<file path="src/rtl/uart_tx_sched_pkg.sv">
// Shared types and constants for the round-robin UART transmit scheduler.
package uart_tx_sched_pkg;

  typedef enum logic [2:0] {
    IDLE   = 3'd0,
    SYNC   = 3'd1,
    START  = 3'd2,
    DATA   = 3'd3,
    PARITY = 3'd4,
    STOP   = 3'd5
  } state_t;

  localparam logic TXD_IDLE  = 1'b1;
  localparam logic START_BIT = 1'b0;

  function automatic int cnt_width(input int data_w);
    return (data_w > 1) ? $clog2(data_w) : 1;
  endfunction

endpackage

</file>
<file path="src/rtl/uart_tx_sched_if.sv">
// Requester-side bus of the UART transmit scheduler.
interface uart_tx_sched_if
  import uart_tx_sched_pkg::*;
#(
  parameter int NUM_REQ = 2,
  parameter int DATA_W  = 8
);
  // Handshake: req[i] is a level held with stable intent until ack[i]; the byte
  // is taken from req_data on the cycle grant[i] rises, and ack[i] pulses for one
  // clk when that frame's last stop bit completes (even if req[i] was dropped).
  logic [NUM_REQ-1:0]        req;
  logic [NUM_REQ*DATA_W-1:0] req_data;
  logic [NUM_REQ-1:0]        grant;
  logic [NUM_REQ-1:0]        ack;
  state_t                    dbg_state;

  modport master (output req, req_data, input grant, ack, dbg_state);
  modport slave  (input req, req_data, output grant, ack, dbg_state);
endinterface

</file>
<file path="src/rtl/uart_tx_sched_rr_arbiter.sv">
// Combinational round-robin picker: first set request at or above ptr_i, wrapping.
module rr_arbiter #(
  parameter int NUM_REQ = 2,
  parameter int PTR_W   = (NUM_REQ > 1) ? $clog2(NUM_REQ) : 1
) (
  input  logic [NUM_REQ-1:0] req_i,
  input  logic [PTR_W-1:0]   ptr_i,
  input  logic               enable_i,
  output logic [NUM_REQ-1:0] grant_o
);

  always_comb begin : pick
    int idx;
    idx     = 0;
    grant_o = '0;
    if (enable_i) begin
      // Walk from the farthest offset back to the pointer so the nearest wins.
      for (int k = NUM_REQ - 1; k >= 0; k--) begin
        idx = (int'(ptr_i) + k) % NUM_REQ;
        if (req_i[idx]) grant_o = NUM_REQ'(1) << idx;
      end
    end
  end

endmodule

</file>
<file path="src/rtl/uart_tx_sched.sv">
// Round-robin shared UART transmitter, 8N1-style frames paced by BaudTick.
// Define UART_TX_SCHED_PARITY_EN to insert an even-parity bit before the stop bits.
module uart_tx_sched
  import uart_tx_sched_pkg::*;
#(
  parameter int NUM_REQ   = 2,
  parameter int DATA_W    = 8,
  parameter int STOP_BITS = 1
) (
  input  logic            clk,
  input  logic            rst,
  input  logic            BaudTick,
  uart_tx_sched_if.slave  bus,
  output logic            busy,
  output logic            txd
);

  localparam int CNT_W = cnt_width(DATA_W);
  localparam int PTR_W = $clog2(NUM_REQ);

  state_t              state_q, state_d;
  logic [CNT_W-1:0]    cnt_q, cnt_d;
  logic [DATA_W-1:0]   shift_q, shift_d;
  logic [PTR_W-1:0]    ptr_q, ptr_d, owner_q, owner_d, win_idx;
  logic [NUM_REQ-1:0]  win, grant_q, grant_d, ack_q, ack_d;
  logic                txd_q, txd_d, busy_q, busy_d;
`ifdef UART_TX_SCHED_PARITY_EN
  logic                par_q, par_d;
`endif

  rr_arbiter #(.NUM_REQ(NUM_REQ), .PTR_W(PTR_W)) u_arb (
    .req_i    (bus.req),
    .ptr_i    (ptr_q),
    .enable_i (state_q == IDLE),
    .grant_o  (win)
  );

  always_comb begin
    win_idx = '0;
    for (int i = 0; i < NUM_REQ; i++) if (win[i]) win_idx = PTR_W'(i);
  end

  always_ff @(posedge clk) begin
    if (rst) begin
      state_q <= IDLE;
      cnt_q   <= '0;
      shift_q <= '0;
      ptr_q   <= '0;
      owner_q <= '0;
      grant_q <= '0;
      ack_q   <= '0;
      txd_q   <= TXD_IDLE;
      busy_q  <= 1'b0;
`ifdef UART_TX_SCHED_PARITY_EN
      par_q   <= 1'b0;
`endif
    end else begin
      state_q <= state_d;
      cnt_q   <= cnt_d;
      shift_q <= shift_d;
      ptr_q   <= ptr_d;
      owner_q <= owner_d;
      grant_q <= grant_d;
      ack_q   <= ack_d;
      txd_q   <= txd_d;
      busy_q  <= busy_d;
`ifdef UART_TX_SCHED_PARITY_EN
      par_q   <= par_d;
`endif
    end
  end

  always_comb begin
    state_d = state_q;
    cnt_d   = cnt_q;
    shift_d = shift_q;
    ptr_d   = ptr_q;
    owner_d = owner_q;
`ifdef UART_TX_SCHED_PARITY_EN
    par_d   = par_q;
`endif
    case (state_q)
      IDLE: if (|win) begin
        state_d = SYNC;
        owner_d = win_idx;
        shift_d = bus.req_data[win_idx*DATA_W +: DATA_W];
`ifdef UART_TX_SCHED_PARITY_EN
        par_d   = ^bus.req_data[win_idx*DATA_W +: DATA_W];
`endif
      end
      SYNC:  if (BaudTick) state_d = START;
      START: if (BaudTick) begin
        state_d = DATA;
        cnt_d   = '0;
      end
      DATA: if (BaudTick) begin
        shift_d = shift_q >> 1;
        if (cnt_q == CNT_W'(DATA_W - 1)) begin
`ifdef UART_TX_SCHED_PARITY_EN
          state_d = PARITY;
`else
          state_d = STOP;
`endif
          cnt_d = '0;
        end else begin
          cnt_d = cnt_q + 1'b1;
        end
      end
`ifdef UART_TX_SCHED_PARITY_EN
      PARITY: if (BaudTick) begin
        state_d = STOP;
        cnt_d   = '0;
      end
`endif
      STOP: if (BaudTick) begin
        if (cnt_q == CNT_W'(STOP_BITS - 1)) begin
          state_d = IDLE;
          cnt_d   = '0;
          ptr_d   = (owner_q == PTR_W'(NUM_REQ - 1)) ? '0 : owner_q + 1'b1;
        end else begin
          cnt_d = cnt_q + 1'b1;
        end
      end
      default: state_d = IDLE;
    endcase
  end

  // Outputs are computed from the next state so the registered line lines up with it.
  always_comb begin
    txd_d   = TXD_IDLE;
    grant_d = '0;
    ack_d   = '0;
    busy_d  = (state_d != IDLE);
    case (state_d)
      START:  txd_d = START_BIT;
      DATA:   txd_d = shift_d[0];
`ifdef UART_TX_SCHED_PARITY_EN
      PARITY: txd_d = par_d;
`endif
      default: txd_d = TXD_IDLE;
    endcase
    if (state_d != IDLE) grant_d = NUM_REQ'(1) << owner_d;
    if (state_q == STOP && state_d == IDLE) ack_d = NUM_REQ'(1) << owner_q;
  end

  assign bus.grant     = grant_q;
  assign bus.ack       = ack_q;
  assign bus.dbg_state = state_q;
  assign busy          = busy_q;
  assign txd           = txd_q;

endmodule
</file>
<file path="src/flat_wrapper.sv">
// flat-port wrapper written by rule: the top's interface ports become plain ports
module uart_tx_sched_flat import uart_tx_sched_pkg::*;
#(
  parameter int NUM_REQ   = 2,
  parameter int DATA_W    = 8,
  parameter int STOP_BITS = 1
)
  (clk, rst, BaudTick, busy, txd, bus_req, bus_req_data, bus_grant, bus_ack, bus_dbg_state);
  uart_tx_sched_if #(.NUM_REQ(NUM_REQ), .DATA_W(DATA_W)) bus_i ();
  input  logic clk;
  input  logic rst;
  input  logic BaudTick;
  output logic busy;
  output logic txd;
  input wire logic [$bits(bus_i.req)-1:0] bus_req;
  input wire logic [$bits(bus_i.req_data)-1:0] bus_req_data;
  output wire logic [$bits(bus_i.grant)-1:0] bus_grant;
  output wire logic [$bits(bus_i.ack)-1:0] bus_ack;
  output wire logic [$bits(bus_i.dbg_state)-1:0] bus_dbg_state;
  assign bus_i.req = bus_req;
  assign bus_i.req_data = bus_req_data;
  assign bus_grant = bus_i.grant;
  assign bus_ack = bus_i.ack;
  assign bus_dbg_state = bus_i.dbg_state;
  uart_tx_sched #(.NUM_REQ(NUM_REQ), .DATA_W(DATA_W), .STOP_BITS(STOP_BITS)) u_core (.clk(clk), .rst(rst), .BaudTick(BaudTick), .bus(bus_i), .busy(busy), .txd(txd));
endmodule
</file>
<file path="config.mk">
export PLATFORM = sky130hd
export DESIGN_NAME = uart_tx_sched_flat
export DESIGN_NICKNAME = d
export VERILOG_FILES = /design/src/rtl/uart_tx_sched_pkg.sv /design/src/rtl/uart_tx_sched_if.sv /design/src/rtl/uart_tx_sched_rr_arbiter.sv /design/src/rtl/uart_tx_sched.sv /design/src/flat_wrapper.sv
export SDC_FILE = /design/constraint.sdc
export NUM_CORES = 1
export LEC_CHECK = 0
export CAP_MARGIN = 20
export CORE_AREA = 2 2 61 46
export DETAILED_ROUTE_END_ITERATION = 6
export DIE_AREA = 0 0 63 48
export GPL_TIMING_DRIVEN = 0
export PLACE_DENSITY = 0.76
export SYNTH_ARGS = -nofsm -noshare
export SYNTH_HDL_FRONTEND = slang
export SYNTH_SLANG_ARGS = --single-unit
</file>
<file path="constraint.sdc">
create_clock -name clk -period 1.7 [get_ports clk]
set_input_delay 0.425 -clock clk [delete_from_list [all_inputs] [get_ports clk]]
set_output_delay 0.425 -clock clk [all_outputs]
set_load 0.05 [all_outputs]
</file>
# Word-level counts from Yosys, hierarchy flattened
# Cells that the tools add are included.
[word_totals]
out_inout_bits = 9
wordCells = 77
in_bits = 21
reg_bits = 22
[classes]
n_lt_le_gt_ge = 2
n_bitwise = 3
n_addsub = 3
eq_ne = 11
n_shift = 5
mux = 30
n_reduce_logical = 13
[ops]
columns = ["operator", "count"]
rows = [
  ["3-bit 2-to-1 mux", 12],
  ["1-bit by 32-bit << shifter with 2-bit output, first input constant", 1],
  ["8-bit 2-to-1 mux", 2],
  ["8-bit one-hot mux with 2 select lines", 1],
  ["16-bit by 5-bit indexed part select with 8-bit output", 1],
  ["3-bit one-hot mux with 5 select lines", 1],
  ["3-bit by 2-bit equality test with 1-bit output, second input constant", 4],
  ["3-bit zero test", 3],
  ["1-bit 2-to-1 mux", 9],
  ["3-bit one-hot mux with 3 select lines", 1],
  ["3-bit equality test, second input constant", 2],
  ["2-bit 2-to-1 mux", 3],
  ["2-bit inequality test, second input constant", 3],
  ["3-bit AND reduction", 2],
  ["3-bit nonzero test", 2],
  ["2-bit OR reduction", 3],
  ["1-bit by 1-bit << shifter with 2-bit output, first input constant", 3],
  ["4-bit AND reduction", 1],
  ["3-bit by 1-bit adder with 3-bit output, second input constant", 1],
  ["3-bit by 1-bit equality test with 1-bit output, second input constant", 1],
  ["2-bit by 3-bit less-than comparator with 1-bit output, second input constant", 1],
  ["1-bit adder, second input constant", 2],
  ["1-bit by 2-bit less-than comparator with 1-bit output, second input constant", 1],
  ["2-bit by 1-bit inequality test with 1-bit output, second input constant", 1],
  ["5 further kinds", 6],
]

# Depth between registers and ports, before layout
[depth]
depth_word = 15
mapped_depth = 7
depth_no_buf = 7

# Cells and area by module
# Synthesis repeated with hierarchy kept, for this count alone.
[hier_totals]
hier_cells = 128
hier_area_um2 = 1129.8
[by_module_without_submodules]
columns = ["module", "seq_area_each_um2", "cells_each", "area_per_inst_um2", "instances"]
rows = [
  ["uart_tx_sched", 440.4, 123, 1108.6, 1],
  ["rr_arbiter", 0.0, 5, 21.3, 1],
]

# Worst setup path after synthesis
# No wires, ideal clock.
[synth_timing]
path_kind = "register to register"
startpoint = "register u_core.state_q[1], in the netlist u_core.bus.dbg_state[1]"
endpoint = "register u_core.txd_q, in the netlist u_core.txd"
n_path_buf = 1
setup_slack_ns = -0.093
t_required_ns = 1.579
arrival_time_ns = 1.673
path_stages_with_launch = 7
period_less_slack_ns = 1.793
setup_time_ns = 0.121
path_cell_list = "dfxtp_1 -> buf_4 -> nand2b_2 -> nor2_4 -> nor2_4 -> a221oi_2 -> o21ai_1"
[synth_via]
elab_chain_len = 7
word_cells_on_any_way = 22
classes_between = "eq/ne (6); shift (1); mux (13); reduce/logical (2)"
[synth_lines]
columns = ["item", "line_no", "text"]
rows = [
  ["from (decl)", "uart_tx_sched.sv:21", "state_t state_q, state_d;"],
  ["from (signal assigned)", "uart_tx_sched.sv:58", "state_q <= state_d;"],
  ["3-bit zero test", "uart_tx_sched.sv:34, uart_tx_sched.sv:82", ""],
  ["2-bit 2-to-1 mux", "uart_tx_sched_rr_arbiter.sv:16", "if (enable_i) begin"],
  ["1-bit 2-to-1 mux or 2-bit OR reduction (tied branches)", "uart_tx_sched.sv:40, uart_tx_sched.sv:83", ""],
  ["16-bit by 5-bit indexed part select with 8-bit output or 3-bit 2-to-1 mux (tied branches)", "uart_tx_sched.sv:86, uart_tx_sched.sv:83", ""],
  ["8-bit 2-to-1 mux or 3-bit one-hot mux with 5 select lines (tied branches)", "uart_tx_sched.sv:83, uart_tx_sched.sv:82", ""],
  ["8-bit one-hot mux with 2 select lines or 3-bit by 2-bit equality test with 1-bit output (tied branches)", "uart_tx_sched.sv:82, uart_tx_sched.sv:134", ""],
  ["1-bit one-hot mux with 2 select lines *", "uart_tx_sched.sv:134", "case (state_d)"],
  ["to (signal assigned)", "uart_tx_sched.sv:65", "txd_q <= txd_d;"],
  ["to (decl)", "uart_tx_sched.sv:26", "logic txd_q, txd_d, busy_q, busy_d;"],
]
# Mark *: on every way between the ends. The rest lies on a longest branch, timed or not. The select of a mux whose other input is x is not followed.
# A chain may end at the register's enable or synchronous reset.

# Final worst setup path
[layout_timing]
startpoint = "register u_core.state_q[1], in the netlist u_core.bus.dbg_state[1]"
endpoint = "output bus_dbg_state[1]"
[layout_lines]
columns = ["item", "line_no", "text"]
rows = [
  ["to (decl)", "flat_wrapper.sv:19", "output wire logic [$bits(bus_i.dbg_state)-1:0] bus_dbg_state;"],
]
# No word-level cell between the ends.

==> summary.txt <==
Routing
  • Via count: 982
  • ANT nets after route: 0
  • WL/cell: 13.3 µm
  • Remaining DRCs: 0
  • Routed wire length: 2470 µm
  • Drt first pass iters: 4
  • DRT iter0 DRCs: 44
  • Vias per cell: 5.28

Clocking
  • Total CTS buffers: 3
  • Longest Clk Path Bufs: 2
  • CTS root buf: clkbuf_4
  • CTS HTree Levels: 1
  • Post-CTS Hold Fix Bufs: 0
  • Clk_lat worst skew: 0.30 ns
  • CTS Sinks: 22
  • CTS clk-pin slew, worst paths: 0.11 ns
  • TritonCTS clock tree: done

Global route
  • GRT Util Overall: 0.175
  • Vias in the first global route: 903
  • Largest net degree at the start of global routing: 13
  • First-pass GRT wire length: 4020 µm
  • Initial antenna violation count: 0
  • Gr ovfl total: 0

Synthesis
  • Cell Area, Synth: 0.00110 mm²
  • Async set-reset flop share out of synthesis: 0
  • Cell variety after synth: 38
  • Register area share after synthesis: 0.401
  • EDFF count, synth: 0
  • FF+latch count, synth: 22
  • Syn. warnings: 0
  • Avg Synthesized Cell Area: 9.08 µm²
  • Synthesized netlist cell count: 121
  • Synth Flop Type: dfxtp_1
  • Syn_nets: 145

Timing
  • Period utilization: 0.965
  • Slew @ Worst Pin: 0.558 ns
  • Hold Fails Final Rpt: 0
  • Final Max Tran Viols: 0
  • Setup Viol. Count Final: 0
  • Fin crit period: 1.64 ns
  • Slew headroom: 0.628
  • Max Clock Skew: 0.0117 ns
  • Hold Slack: 0.449 ns
  • Fmax: 610 MHz

Cells and area
  • Share of layout cells above drive strength 1: 0.191
  • Post-route cell area: 0.00147 mm²
  • Final net count: 177
  • Antenna Cells: 0
  • Area delta synth->final: 33.6%
  • Final Util: 0.616

Critical path
  • Critical Path Start Type: flop
  • Crit-path leading delay family: buffers and inverters
  • Flop2flop setup slack: 0.09 ns
  • Critical path type: reg2out
  • CP max stage cell: dlygate4sd2_1
  • Max incr delay on CP: 0.54 ns
  • Critical path buffer and inverter count: 1
  • Worst r2r dst: u_core.bus.grant[1]
  • Critical path arrival: 1.22 ns
  • Reg-to-Reg Start: u_core.cnt_q[0]
  • Capturing element type of the critical path: primary output
  • Cells along the critical path: dlygate4sd2_1
  • Worst Path Max Fanout: 3
  • Worst EP required: 1.27 ns
  • R2r worst-path depth: 7

Flow run
  • Max Cap Violations: 0

Floorplanning
  • Initial Utilization: 0.461
  • Core area: 0.00238 mm²
  • Die Y: 48 µm
  • Site Rows: 15
  • I/O pins: 30
  • Die W: 63 µm
  • Die ar.: 0.00302 mm²

Power and ir drop
  • Tot Pwr: 1.19 mW
  • PD cells: 813 mW/mm²
  • Pleak: 0.576 nW
  • Peak supply drop: 0.669 mV

Placed design
  • PortBufs: 27
  • Gpl congestion: 0.867
  • Post-Place Cell Area: 0.00141 mm²
  • HPWL Detailed: 1900 µm

Min path
  • Hold Path End: u_core.cnt_q[1]
  • HP Class: in2reg
  • Worst hold path startpoint: BaudTick
  • Hold Path Depth: 2

Run status
  • Status: finished clean
synthesized netlist by cell type (3+ instances only):
| library cell | number | area, µm² |
|---|---|---|
| dfxtp_1 | 22 | 440 |
| nand2_1 | 15 | 56.3 |
| a21oi_1 | 10 | 50.1 |
| nor2_1 | 10 | 37.5 |
| a22oi_1 | 7 | 52.6 |
| mux2_2 | 7 | 78.8 |
| a21boi_0 | 3 | 22.5 |
| and2_1 | 3 | 18.8 |
| ha_1 | 3 | 37.5 |
| inv_1 | 3 | 11.3 |
| nor3b_1 | 3 | 22.5 |
| o21ai_0 | 3 | 15.0 |
sequential cells by signal, indices dropped and copies added (netlist names):
| register | cells |
|---|---|
| u_core.txd | 1 |
| u_core.bus.dbg_state | 3 |
| u_core.shift_q | 8 |
| u_core.busy | 1 |
| u_core.owner_q | 1 |
| u_core.ptr_q | 1 |
| u_core.bus.grant | 2 |
| u_core.bus.ack | 2 |
| u_core.cnt_q | 3 |
what timing repair did:
action,CTS,global route
endpoints found under the hold margin,0,0
setup endpoints to repair,9,5
cloned,0,0
pin swaps,0,3
gates resized for setup,11,7
setup buffers,0,0
through the flow:
stage          std cells  TNS [ns]  setup WS (ns)
2_1_floorplan        121         0        0.00210
3_3_place_gp         182     -2.43         -0.281
3_5_place_dp         182     -2.68         -0.289
4_1_cts              186         0         0.0131
5_1_grt              186   -0.0107        -0.0107
6_report             186         0         0.0595
worst max path at each step:
| stage | startpoint | endpoint | slack, ns | cells after the start |
|---|---|---|---|---|
| after floorplan | u_core.bus.dbg_state[0] | u_core.txd | 0.002 | 7 |
| after global placement | bus_req[1] | u_core.txd | -0.28 | 7 |
| after global routing | u_core.cnt_q[0] | u_core.bus.grant[1] | -0.01 | 7 |
| final | u_core.bus.dbg_state[1] | bus_dbg_state[1] | 0.06 | 1 |
| after detailed placement | bus_req[1] | u_core.txd | -0.29 | 7 |
| after CTS | u_core.bus.dbg_state[2] | bus_dbg_state[2] | 0.01 | 1 |
worst reg2reg max path, stage by stage, from the launching register on:
cell and delay, ns:
dfxtp_2 0.35, ha_1 0.19, ha_1 0.22, nand2_1 0.08, nor2_1 0.04, or3_4 0.38
a21oi_4 0.17, nor2b_2 0.15
kinds of logic after synthesis:
logic type / count (synthesis) / synth area share
flops: 22 / 0.401
simple gates: 47 / 0.238
fa+ha+maj: 3 / 0.0342
compound gates: 33 / 0.206
buf+inv: 9 / 0.0490
mux: 7 / 0.0718
layout make-up:
class / count / area (µm²)
timing repair buffer: 27 / 264
sequential: 22 / 444
tap: 34 / 42.5
multi-input combinational: 90 / 627
inverter: 3 / 11.3
fill: 220 / 916
buffer: 6 / 42.5
clock buffer: 4 / 36.3
placed cells by master (no fill, tap or decap), types with 2 or more instances in the layout:
master / count
a21boi_0: 3
a21oi_1: 10
a22oi_1: 7
and2_1: 3
buf_6: 2
clkbuf_1: 2
clkbuf_4: 3
clkdlybuf4s50_1: 17
dfxtp_1: 19
dfxtp_2: 3
dlygate4sd2_1: 8
ha_1: 3
inv_1: 3
mux2_2: 7
nand2_1: 15
nand2b_1: 2
nand4_1: 2
nor2_1: 10
nor2_4: 2
nor3b_1: 3
o21ai_0: 3
routing by layer:
layer,part of all wire,track usage,wire length [µm]
met1,0.47,0.223,1150
met2,0.47,0.302,1160
met3,0.057,0.0447,141
met4,0.0077,0.0533,19
met5,0,0,0
where the power goes:
part / internal, mW / switching [mW]
logic: 0.150 / 0.190
clock network: 0.131 / 0.148
registers: 0.555 / 0.0200
Power figures use the tool's default switching activity.
